File: src/rtl/vlc_pkg.sv
// Shared types, pad constants and width helpers for the VLC stream packer.
package vlc_pkg;

  localparam bit PAD_ZERO = 1'b0;
  localparam bit PAD_ONE  = 1'b1;

  typedef enum logic {
    RUN   = 1'b0,
    FLUSH = 1'b1
  } vlc_state_t;

  function automatic int vlc_len_w(input int code_w);
    return $clog2(code_w + 1) + 1;
  endfunction

  function automatic int vlc_cnt_w(input int out_w, input int code_w);
    return $clog2(out_w + code_w);
  endfunction

  function automatic int vlc_bytes_w(input int out_w);
    return $clog2(out_w / 8 + 1);
  endfunction

endpackage

File: src/rtl/vlc_mask_align.sv
// Clamps a code length, masks the code to that length and places it directly
// below the bits already held at the top of the accumulator.
module vlc_mask_align #(
  parameter int CODE_W = 16,
  parameter int LEN_W  = 6,
  parameter int ACC_W  = 48,
  parameter int CNT_W  = 6
) (
  input  logic [CODE_W-1:0] i_code,
  input  logic [LEN_W-1:0]  i_len,
  input  logic [CNT_W-1:0]  i_cnt,
  output logic [ACC_W-1:0]  o_aligned,
  output logic [LEN_W-1:0]  o_len,
  output logic              o_clamp
);

  localparam int SH_W = CNT_W + 1;

  logic [CODE_W-1:0] w_mask;
  logic [SH_W-1:0]   w_shift;

  always_comb begin
    o_clamp   = i_len > LEN_W'(CODE_W);
    o_len     = o_clamp ? LEN_W'(CODE_W) : i_len;
    w_mask    = ~({CODE_W{1'b1}} << o_len);
    // Only meaningful while cnt < OUT_W, i.e. whenever a symbol can be accepted.
    w_shift   = SH_W'(ACC_W) - SH_W'(i_cnt) - SH_W'(o_len);
    o_aligned = ACC_W'(i_code & w_mask) << w_shift;
  end

endmodule

File: src/rtl/vlc_stream_packer.sv
// Packs variable-length codes MSB-first into OUT_W-bit words; on in_last the
// tail is byte-aligned, padded and tagged as the final word of the block.
module vlc_stream_packer
  import vlc_pkg::*;
#(
  parameter int CODE_W   = 16,
  parameter int LEN_W    = vlc_len_w(CODE_W),
  parameter int OUT_W    = 32,
  parameter bit PAD_ONES = PAD_ZERO
) (
  input  logic                          clk,
  input  logic                          rst,
  input  logic                          in_valid,
  output logic                          in_ready,
  input  logic [CODE_W-1:0]             in_code,
  input  logic [LEN_W-1:0]              in_len,
  input  logic                          in_last,
  output logic                          out_valid,
  input  logic                          out_ready,
  output logic [OUT_W-1:0]              out_data,
  output logic [vlc_bytes_w(OUT_W)-1:0] out_bytes,
  output logic                          out_last,
  output logic                          err_len
);

  localparam int ACC_W   = OUT_W + CODE_W;
  localparam int CNT_W   = vlc_cnt_w(OUT_W, CODE_W);
  localparam int BYTES_W = vlc_bytes_w(OUT_W);
  localparam int SH_W    = CNT_W + 1;
  localparam logic [CNT_W-1:0] OUT_CNT = CNT_W'(OUT_W);
  localparam logic [OUT_W-1:0] ONES    = '1;

  vlc_state_t          r_state, w_state_nxt;
  logic [ACC_W-1:0]    r_acc, w_acc_nxt, w_aligned;
  logic [CNT_W-1:0]    r_cnt, w_cnt_nxt;
  logic [LEN_W-1:0]    w_len;
  logic                w_clamp;
  logic                w_accept, w_free;
  logic                r_out_valid, r_out_last, r_err_len;
  logic [OUT_W-1:0]    r_out_data, w_ld_data, w_tail_pad;
  logic [BYTES_W-1:0]  r_out_bytes, w_ld_bytes, w_tail_bytes;
  logic                w_ld, w_ld_last;
  logic [SH_W-1:0]     w_bnd;

  vlc_mask_align #(
    .CODE_W (CODE_W),
    .LEN_W  (LEN_W),
    .ACC_W  (ACC_W),
    .CNT_W  (CNT_W)
  ) u_align (
    .i_code    (in_code),
    .i_len     (in_len),
    .i_cnt     (r_cnt),
    .o_aligned (w_aligned),
    .o_len     (w_len),
    .o_clamp   (w_clamp)
  );

  assign in_ready = (r_state == RUN) && (r_cnt < OUT_CNT);
  assign w_accept = in_valid && in_ready;
  assign w_free   = !r_out_valid || out_ready;

  // Pad covers bits from cnt up to the next byte boundary; lower bits stay 0.
  always_comb begin
    w_bnd        = (SH_W'(r_cnt) + SH_W'(7)) & ~SH_W'(7);
    w_tail_bytes = BYTES_W'(w_bnd >> 3);
    w_tail_pad   = '0;
    if (PAD_ONES)
      w_tail_pad = (ONES >> r_cnt) & ~(ONES >> w_bnd);
  end

  // Accept and word transfer are mutually exclusive: one needs cnt < OUT_W,
  // the other cnt >= OUT_W.
  always_comb begin
    w_state_nxt = r_state;
    w_acc_nxt   = r_acc;
    w_cnt_nxt   = r_cnt;
    w_ld        = 1'b0;
    w_ld_data   = '0;
    w_ld_bytes  = '0;
    w_ld_last   = 1'b0;
    if (w_accept) begin
      w_acc_nxt = r_acc | w_aligned;
      w_cnt_nxt = r_cnt + CNT_W'(w_len);
      if (in_last)
        w_state_nxt = FLUSH;
    end else if (w_free && (r_cnt >= OUT_CNT)) begin
      w_ld       = 1'b1;
      w_ld_data  = r_acc[ACC_W-1 -: OUT_W];
      w_ld_bytes = BYTES_W'(OUT_W / 8);
      w_acc_nxt  = r_acc << OUT_W;
      w_cnt_nxt  = r_cnt - OUT_CNT;
      if ((r_state == FLUSH) && (r_cnt == OUT_CNT)) begin
        w_ld_last   = 1'b1;
        w_state_nxt = RUN;
      end
    end else if (w_free && (r_state == FLUSH)) begin
      // Tail word; with cnt==0 this degenerates to the empty last word.
      w_ld        = 1'b1;
      w_ld_data   = r_acc[ACC_W-1 -: OUT_W] | w_tail_pad;
      w_ld_bytes  = w_tail_bytes;
      w_ld_last   = 1'b1;
      w_acc_nxt   = '0;
      w_cnt_nxt   = '0;
      w_state_nxt = RUN;
    end
  end

  always_ff @(posedge clk or posedge rst) begin
    if (rst) r_state <= RUN;
    else     r_state <= w_state_nxt;
  end

  always_ff @(posedge clk or posedge rst) begin
    if (rst) begin
      r_acc <= '0;
      r_cnt <= '0;
    end else begin
      r_acc <= w_acc_nxt;
      r_cnt <= w_cnt_nxt;
    end
  end

  always_ff @(posedge clk or posedge rst) begin
    if (rst) begin
      r_out_valid <= 1'b0;
      r_out_data  <= '0;
      r_out_bytes <= '0;
      r_out_last  <= 1'b0;
    end else if (w_ld) begin
      r_out_valid <= 1'b1;
      r_out_data  <= w_ld_data;
      r_out_bytes <= w_ld_bytes;
      r_out_last  <= w_ld_last;
    end else if (out_ready) begin
      r_out_valid <= 1'b0;
    end
  end

  always_ff @(posedge clk or posedge rst) begin
    if (rst)                      r_err_len <= 1'b0;
    else if (w_accept && w_clamp) r_err_len <= 1'b1;
  end

  assign out_valid = r_out_valid;
  assign out_data  = r_out_data;
  assign out_bytes = r_out_bytes;
  assign out_last  = r_out_last;
  assign err_len   = r_err_len;

endmodule

File: config.mk
export PLATFORM = sky130hd
export DESIGN_NAME = vlc_stream_packer
export DESIGN_NICKNAME = d
export VERILOG_FILES = /design/src/rtl/vlc_pkg.sv /design/src/rtl/vlc_mask_align.sv /design/src/rtl/vlc_stream_packer.sv
export SDC_FILE = /design/constraint.sdc
export NUM_CORES = 1
export LEC_CHECK = 0
export BUFFER_PORTS_ARGS = -buffer_cell sky130_fd_sc_hd__buf_2
export CORE_MARGIN = 2
export CORE_UTILIZATION = 54
export DETAILED_ROUTE_END_ITERATION = 8
export GPL_TIMING_DRIVEN = 1
export PLACE_DENSITY = 0.77
export SYNTH_ARGS = -nofsm -noshare
export SYNTH_HDL_FRONTEND = slang
export SYNTH_SLANG_ARGS = --single-unit
export TNS_END_PERCENT = 1
File: constraint.sdc
create_clock -name clk -period 3.05 [get_ports clk]
set_input_delay 0.305 -clock clk [delete_from_list [all_inputs] [get_ports clk]]
set_output_delay 0.305 -clock clk [all_outputs]
set_load 0.02 [all_outputs]
Yosys cells after proc, flatten, opt, wreduce, memory -nomap -nowiden
Cells that the tools add are included.
{ "totals": {"word_cells": 62, "register_bits": 93, "inputBits": 27} }
{ "op_classes": {"mux": 26, "magnitude_cmp": 3, "eq_ne": 3, "n_bitwise": 4, "shifts": 2, "n_reduce_logical": 11, "n_addsub": 5} }
{ "ops": {"columns": ["cell", "n"], "rows": [
  ["48-bit two-way mux", 3],
  ["32-bit two-way mux", 3],
  ["48-bit bitwise OR", 1],
  ["48-bit by 7-bit << shifter with 48-bit output", 1],
  ["6-bit two-way mux", 4],
  ["16-bit AND", 1],
  ["16-bit inverter", 1],
  ["16-bit by 6-bit << shifter with 16-bit output (first input constant)", 1],
  ["1-bit two-way mux", 13],
  ["3-bit two-way mux", 3],
  ["6-bit by 6-bit subtractor with 7-bit output (first input constant)", 1],
  ["7-bit by 6-bit subtractor with 7-bit output", 1],
  ["6-bit by 3-bit adder with 6-bit output (second input constant)", 1],
  ["6-bit adder", 1],
  ["6-bit equality test (second input constant)", 1],
  ["6-bit >= comparator (second input constant)", 1],
  ["6-bit by 5-bit greater-than comparator with 1-bit output (second input constant)", 1],
  ["1-bit logical AND", 6],
  ["6-bit less-than comparator (second input constant)", 1],
  ["6-bit subtractor (second input constant)", 1],
  ["3-bit by 2-bit inequality test with 1-bit output (second input constant)", 1],
  ["3-bit AND reduction", 1],
  ["3-bit nonzero test", 1],
  ["2-bit inequality test (second input constant)", 1],
  ["4 further kinds", 4]
]} }

Logic depth before layout (Yosys ltp)
{ "logic_depth": {"ltp_word": 8, "mapped_depth": 18, "mapped_depth_nobuf": 14} }

Modules after synthesis
A second synthesis with hierarchy kept.
{ "unflattened": {"hier_cells": 726, "area_unflattened_um2": 6160.9} }
{ "modules_own_cells": {"columns": ["mod", "cells_per_inst", "instances", "area_each_um2"], "rows": [
  ["vlc_stream_packer", 378, 1, 3890.0],
  ["vlc_mask_align", 348, 1, 2270.9]
]} }

Least setup slack after synthesis
OpenSTA, ideal clock, no wires.
{ "synth_path": {"path_type": "input-to-reg", "from": "in in_len[4]", "to": "reg r_acc[39]", "arrival_time_ns": 3.816, "slack_ns": -0.861, "stages": 17, "setup_ns": 0.095, "cell_sequence": "buf_4 nor2_1 buf_2 inv_1 nor2_1 ha_1 inv_1 ha_1 inv_1 fa_1 nand2b_1 a21oi_2 xor2_1 or3_1 or2_1 buf_2 o31ai_1"} }
{ "synth_between": {"elab_chain_len": 8, "elab_cells_between_ends": 9, "cone_classes": "add/sub: 1; order compare: 1; shift: 2; mux: 2; bitwise: 3"} }
{ "synth_lines": {"columns": ["item", "line", "source"], "rows": [
  ["start, declared", "vlc_stream_packer.sv:16", "input logic [LEN_W-1:0] in_len,"],
  ["6-bit by 5-bit greater-than comparator with 1-bit output", "vlc_mask_align.sv:23", "o_clamp = i_len > LEN_W'(CODE_W);"],
  ["6-bit two-way mux (*)", "vlc_mask_align.sv:24", "o_len = o_clamp ? LEN_W'(CODE_W) : i_len;"],
  ["16-bit by 6-bit << shifter with 16-bit output", "vlc_mask_align.sv:25", "w_mask = ~({CODE_W{1'b1}} << o_len);"],
  ["16-bit inverter", "vlc_mask_align.sv:25", null],
  ["16-bit AND", "vlc_mask_align.sv:28", "o_aligned = ACC_W'(i_code & w_mask) << w_shift;"],
  ["48-bit by 7-bit << shifter with 48-bit output (*)", "vlc_mask_align.sv:28", null],
  ["48-bit bitwise OR (*)", "vlc_stream_packer.sv:83", "w_acc_nxt = r_acc | w_aligned;"],
  ["48-bit two-way mux (*)", "vlc_stream_packer.sv:82", "if (w_accept) begin"],
  ["end signal, assigned", "vlc_stream_packer.sv:119", "r_acc <= w_acc_nxt;"],
  ["end, declared", "vlc_stream_packer.sv:34", "logic [ACC_W-1:0] r_acc, w_acc_nxt, w_aligned;"]
]} }
Every way passes the cells marked *; elsewhere a longest branch is shown, timed or not.
A chain may end at the register's enable or synchronous reset.

Worst setup path in the final report
{ "layout_path": {"from": "reg r_cnt[1]", "to": "reg r_acc[44]"} }
{ "layout_between": {"elab_chain_len": 5, "elab_cells_between_ends": 12, "cone_classes": "add/sub: 2; order compare: 2; shift: 1; mux: 2; bitwise: 1; reduce/logical: 4"} }
{ "layout_lines": {"columns": ["item", "line", "source"], "rows": [
  ["start, declared", "vlc_stream_packer.sv:35", "logic [CNT_W-1:0] r_cnt, w_cnt_nxt;"],
  ["start signal, assigned", "vlc_stream_packer.sv:120", "r_cnt <= w_cnt_nxt;"],
  ["6-bit by 6-bit subtractor with 7-bit output", "vlc_mask_align.sv:27", "w_shift = SH_W'(ACC_W) - SH_W'(i_cnt) - SH_W'(o_len);"],
  ["7-bit by 6-bit subtractor with 7-bit output", "vlc_mask_align.sv:27", null],
  ["48-bit by 7-bit << shifter with 48-bit output", "vlc_mask_align.sv:28", null],
  ["48-bit bitwise OR", "vlc_stream_packer.sv:83", null],
  ["48-bit two-way mux", "vlc_stream_packer.sv:82", null]
]} }
Parallel ways exist; a longest one is shown, timed or not.

==> reports/qor.txt <==
initial antenna violation count - 0
Root Buffer - clkbuf_8
Final ANT Viol Nets - 0
post-DP HPWL - 13.48 mm
Max transition margin - 44.10%
final number of setup-violating endpoints - 0
clk sinks - 93
final wirelength - 17.27 mm
register area share after synthesis - 39.83%
synthesized flop and latch total - 93
Warnings, synthesis - 0
I/O pins - 66
DRC Markers - 0
run status - finished, final reports clean
synthesis-to-finish area growth - 22.89%
most common flop cell mapped by yosys - dfrtp_1
ys async rst share - 100.0%
synth top area cells - dfrtp_1, nand2_1, o21ai_0, ha_1, mux2i_1
initial drt markers - 453
area occupied by multi-input gates - 0.003297 mm^2
Max Fclk - 0.3447 GHz
drt first pass iters - 5
largest net degree at the start of global routing - 49
number of fillers in the final layout - 841
dominant cell type by area after synthesis - dfrtp_1
# hold bufs at CTS - 0
# diodes - 0
chip width - 108.0 um
RSZ-0062 raised after global routing - yes
vias per cell - 6.009
Critical Path Sink Type - flip-flop
CTS tree - yes
TritonCTS Buffers - 9
htree depth - 3
VDD IR max - 0.5961 mV
worst-margin pin slew - 835.3 ps
critical path type - reg -> reg
Overflow after GRT - 0
P_leak - 0.003510 uW
CP Launch Point - r_cnt[1]
Synth Instances - 670
layout net count - 844
Min-Delay Path Class - in -> async
FF/Latch Area - 0.002328 mm^2
Critical Path Source Type - flip-flop
Tcrit/Tclk final - 95.11%
Worst-path clk slew - 90 ps
Avg Inst Size Synth - 8.721 um^2
DR vias - 5648
PwrDens - 1332 mW/mm^2
final hold vios - 0
fin worst setup slack - 149.2 ps
syn_nets - 715
Synth cell types - 71
global placement routability congestion - 0.9294
Initial Utilization - 56.10%
end-of-flow core utilization - 68.94%
max cap viols - 0
Total GRT Usage - 30.62%
first-pass GRT wire length - 27.77 mm
Yosys top cell area share - 39.83%
CP Data Arrival Time - 3160 ps
core area - 0.01042 mm^2
Critical Path RT - 3310 ps
EDFF count, synth - 0
reg2reg start - r_cnt[1]
Post-Syn Area - 0.005843 mm^2
Final Power - 9562 uW
CP max FO - 7
R2R Setup Slk - 150 ps
DR WL/cell - 18.38 um
Final min period - 2901 ps
share of post-route cells with drive strength above 1 - 27.49%
Worst-Skew Late Latency - 370 ps
Rows - 37
vias in the first global route - 5460
chip height - 108.0 um
pre-CTS setup slack - -286.2 ps
Worst Skew - 9.089 ps
Die ar. - 0.01167 mm^2
clock buffer depth - 2
IO buf count - 65
Slew Limit Fails - 0
worst max-delay path, cell delays in order, from the launching register on:
cell and delay (ps):
dfrtp_1 420, ha_1 290, inv_1 60, ha_2 160
inv_1 50, fa_2 330, nand2b_4 160, a21oi_4 270
nor4bb_1 90, or3_1 490, and3_1 270, a21o_1 190
cell families after synthesis:
kind of cell | synth area share, %
xor+xnor | 1.649
compound gates | 24.78
mux | 4.518
simple gates | 19.72
fa+ha+maj | 4.111
other cells | 0.06418
buf+inv | 5.332
flops | 39.83
path summary, 6_finish.rpt:
kind | endpoint | cells past startpoint
setup / recovery | r_acc[44] | 11
hold / removal | out_data[25] | 2
setup reg to reg | r_acc[44] | 11
hold reg to reg | out_data[21] | 2
max in group asynchronous | out_data[13] | 3
min in group clk | r_state | 3
placed cells by master (no fill, tap or decap), types with 3 or more instances in the layout:
cell | netlist | routed
ha_1 | 16 | 15
a21o_1 | 7 | 7
a22oi_1 | 15 | 15
a211o_1 | 3 | 3
a32oi_1 | 6 | 6
and2_1 | 7 | 7
nand2b_1 | 8 | 7
a31oi_1 | 10 | 10
nor2_1 | 30 | 27
a221o_1 | 5 | 5
a22o_1 | 14 | 14
o21bai_1 | 3 | 3
dfrtp_1 | 93 | 92
o21a_1 | 3 | 3
buf_2 | 9 | 65
o22ai_1 | 3 | 3
clkinv_4 | 0 | 3
clkbuf_8 | 0 | 9
o21ai_0 | 41 | 41
nand2_1 | 149 | 149
inv_1 | 24 | 22
nor3_1 | 16 | 14
o221ai_1 | 10 | 10
o211ai_1 | 4 | 4
mux4_2 | 4 | 4
o31ai_1 | 8 | 8
mux2i_1 | 14 | 14
nor4_1 | 4 | 4
clkinv_2 | 0 | 4
nand3_1 | 9 | 9
xnor2_1 | 9 | 8
or3_1 | 8 | 8
or2_1 | 4 | 3
a21oi_1 | 22 | 22
buf_4 | 4 | 100
mux2_2 | 3 | 3
a211oi_1 | 12 | 11
nor2b_1 | 4 | 4
nor3_2 | 2 | 4
Yosys cell counts, drive strengths merged (3+ instances only):
library cell,instances
o22ai,3
a21o,7
or2,4
a32oi,6
dfrtp,93
and2,7
o31ai,8
inv,25
a31oi,10
clkbuf,31
a2111oi,3
xnor2,9
buf,18
mux2,3
nor4,6
mux2i,14
a22o,14
o221ai,12
nor2b,4
o21a,3
nand2,149
a211o,3
a221oi,4
a21oi,23
or3,8
ha,16
o211ai,4
o21bai,3
a22oi,15
nand3,9
nor3,18
a221o,5
a2bb2oi,3
nand2b,8
mux4,4
o21ai,44
a211oi,12
nor2,30
power by group:
group / total, uW / switching (uW) / internal, uW
logic: 6970 / 3990 / 2980
clock network: 747 / 448 / 299
registers: 1840 / 240 / 1610
stage by stage:
| stage | area (um^2) | setup TNS [ps] | std cells | hold slack [ps] |
|---|---|---|---|---|
| 2_1_floorplan | 5923 | -5737 | 670 | 437.6 |
| 5_1_grt | 7181 | -6.367 | 940 | 116.8 |
| 3_5_place_dp | 6985 | -5568 | 924 | 456.9 |
| 6_report | 7181 | 0 | 940 | 53.88 |
| 3_3_place_gp | 6985 | -3433 | 924 | 448.2 |
| 4_1_cts | 7159 | 0 | 940 | 70.72 |
final cells by class:
cell class	instances	area share (%)
Multi-Input combinational cell	503	45.91
Sequential cell	93	32.43
Timing Repair Buffer	167	15.54
Tap cell	136	2.370
Clock buffer	9	1.725
Inverter	25	1.324
Clock inverter	7	0.6970
sequential cells by signal, summed over array words and instances, names as in the netlist:
name,cells
r_acc,48
out_data,32
r_cnt,6
out_bytes,3
err_len,1
out_last,1
out_valid,1
r_state,1
what timing repair did:
item / 4_1_cts / 5_1_grt
setup endpoints to repair: 0 / 7
resized for setup: 0 / 5
setup buffers: 0 / 0
layer usage:
| metal | vias up | wire length (um) | part of all wire (%) | GRT usage (%) |
|---|---|---|---|---|
| met5 | - | 0 | 0 | 0 |
| met4 | 0 | 392 | 2.3 | 10.07 |
| met3 | 29 | 957 | 5.5 | 4.461 |
| met2 | 222 | 8315 | 48 | 50.76 |
| met1 | 2719 | 7609 | 44 | 41.41 |
| li1 | 2678 | - | - | - |
No activity file was read; power rests on OpenSTA's default activity.
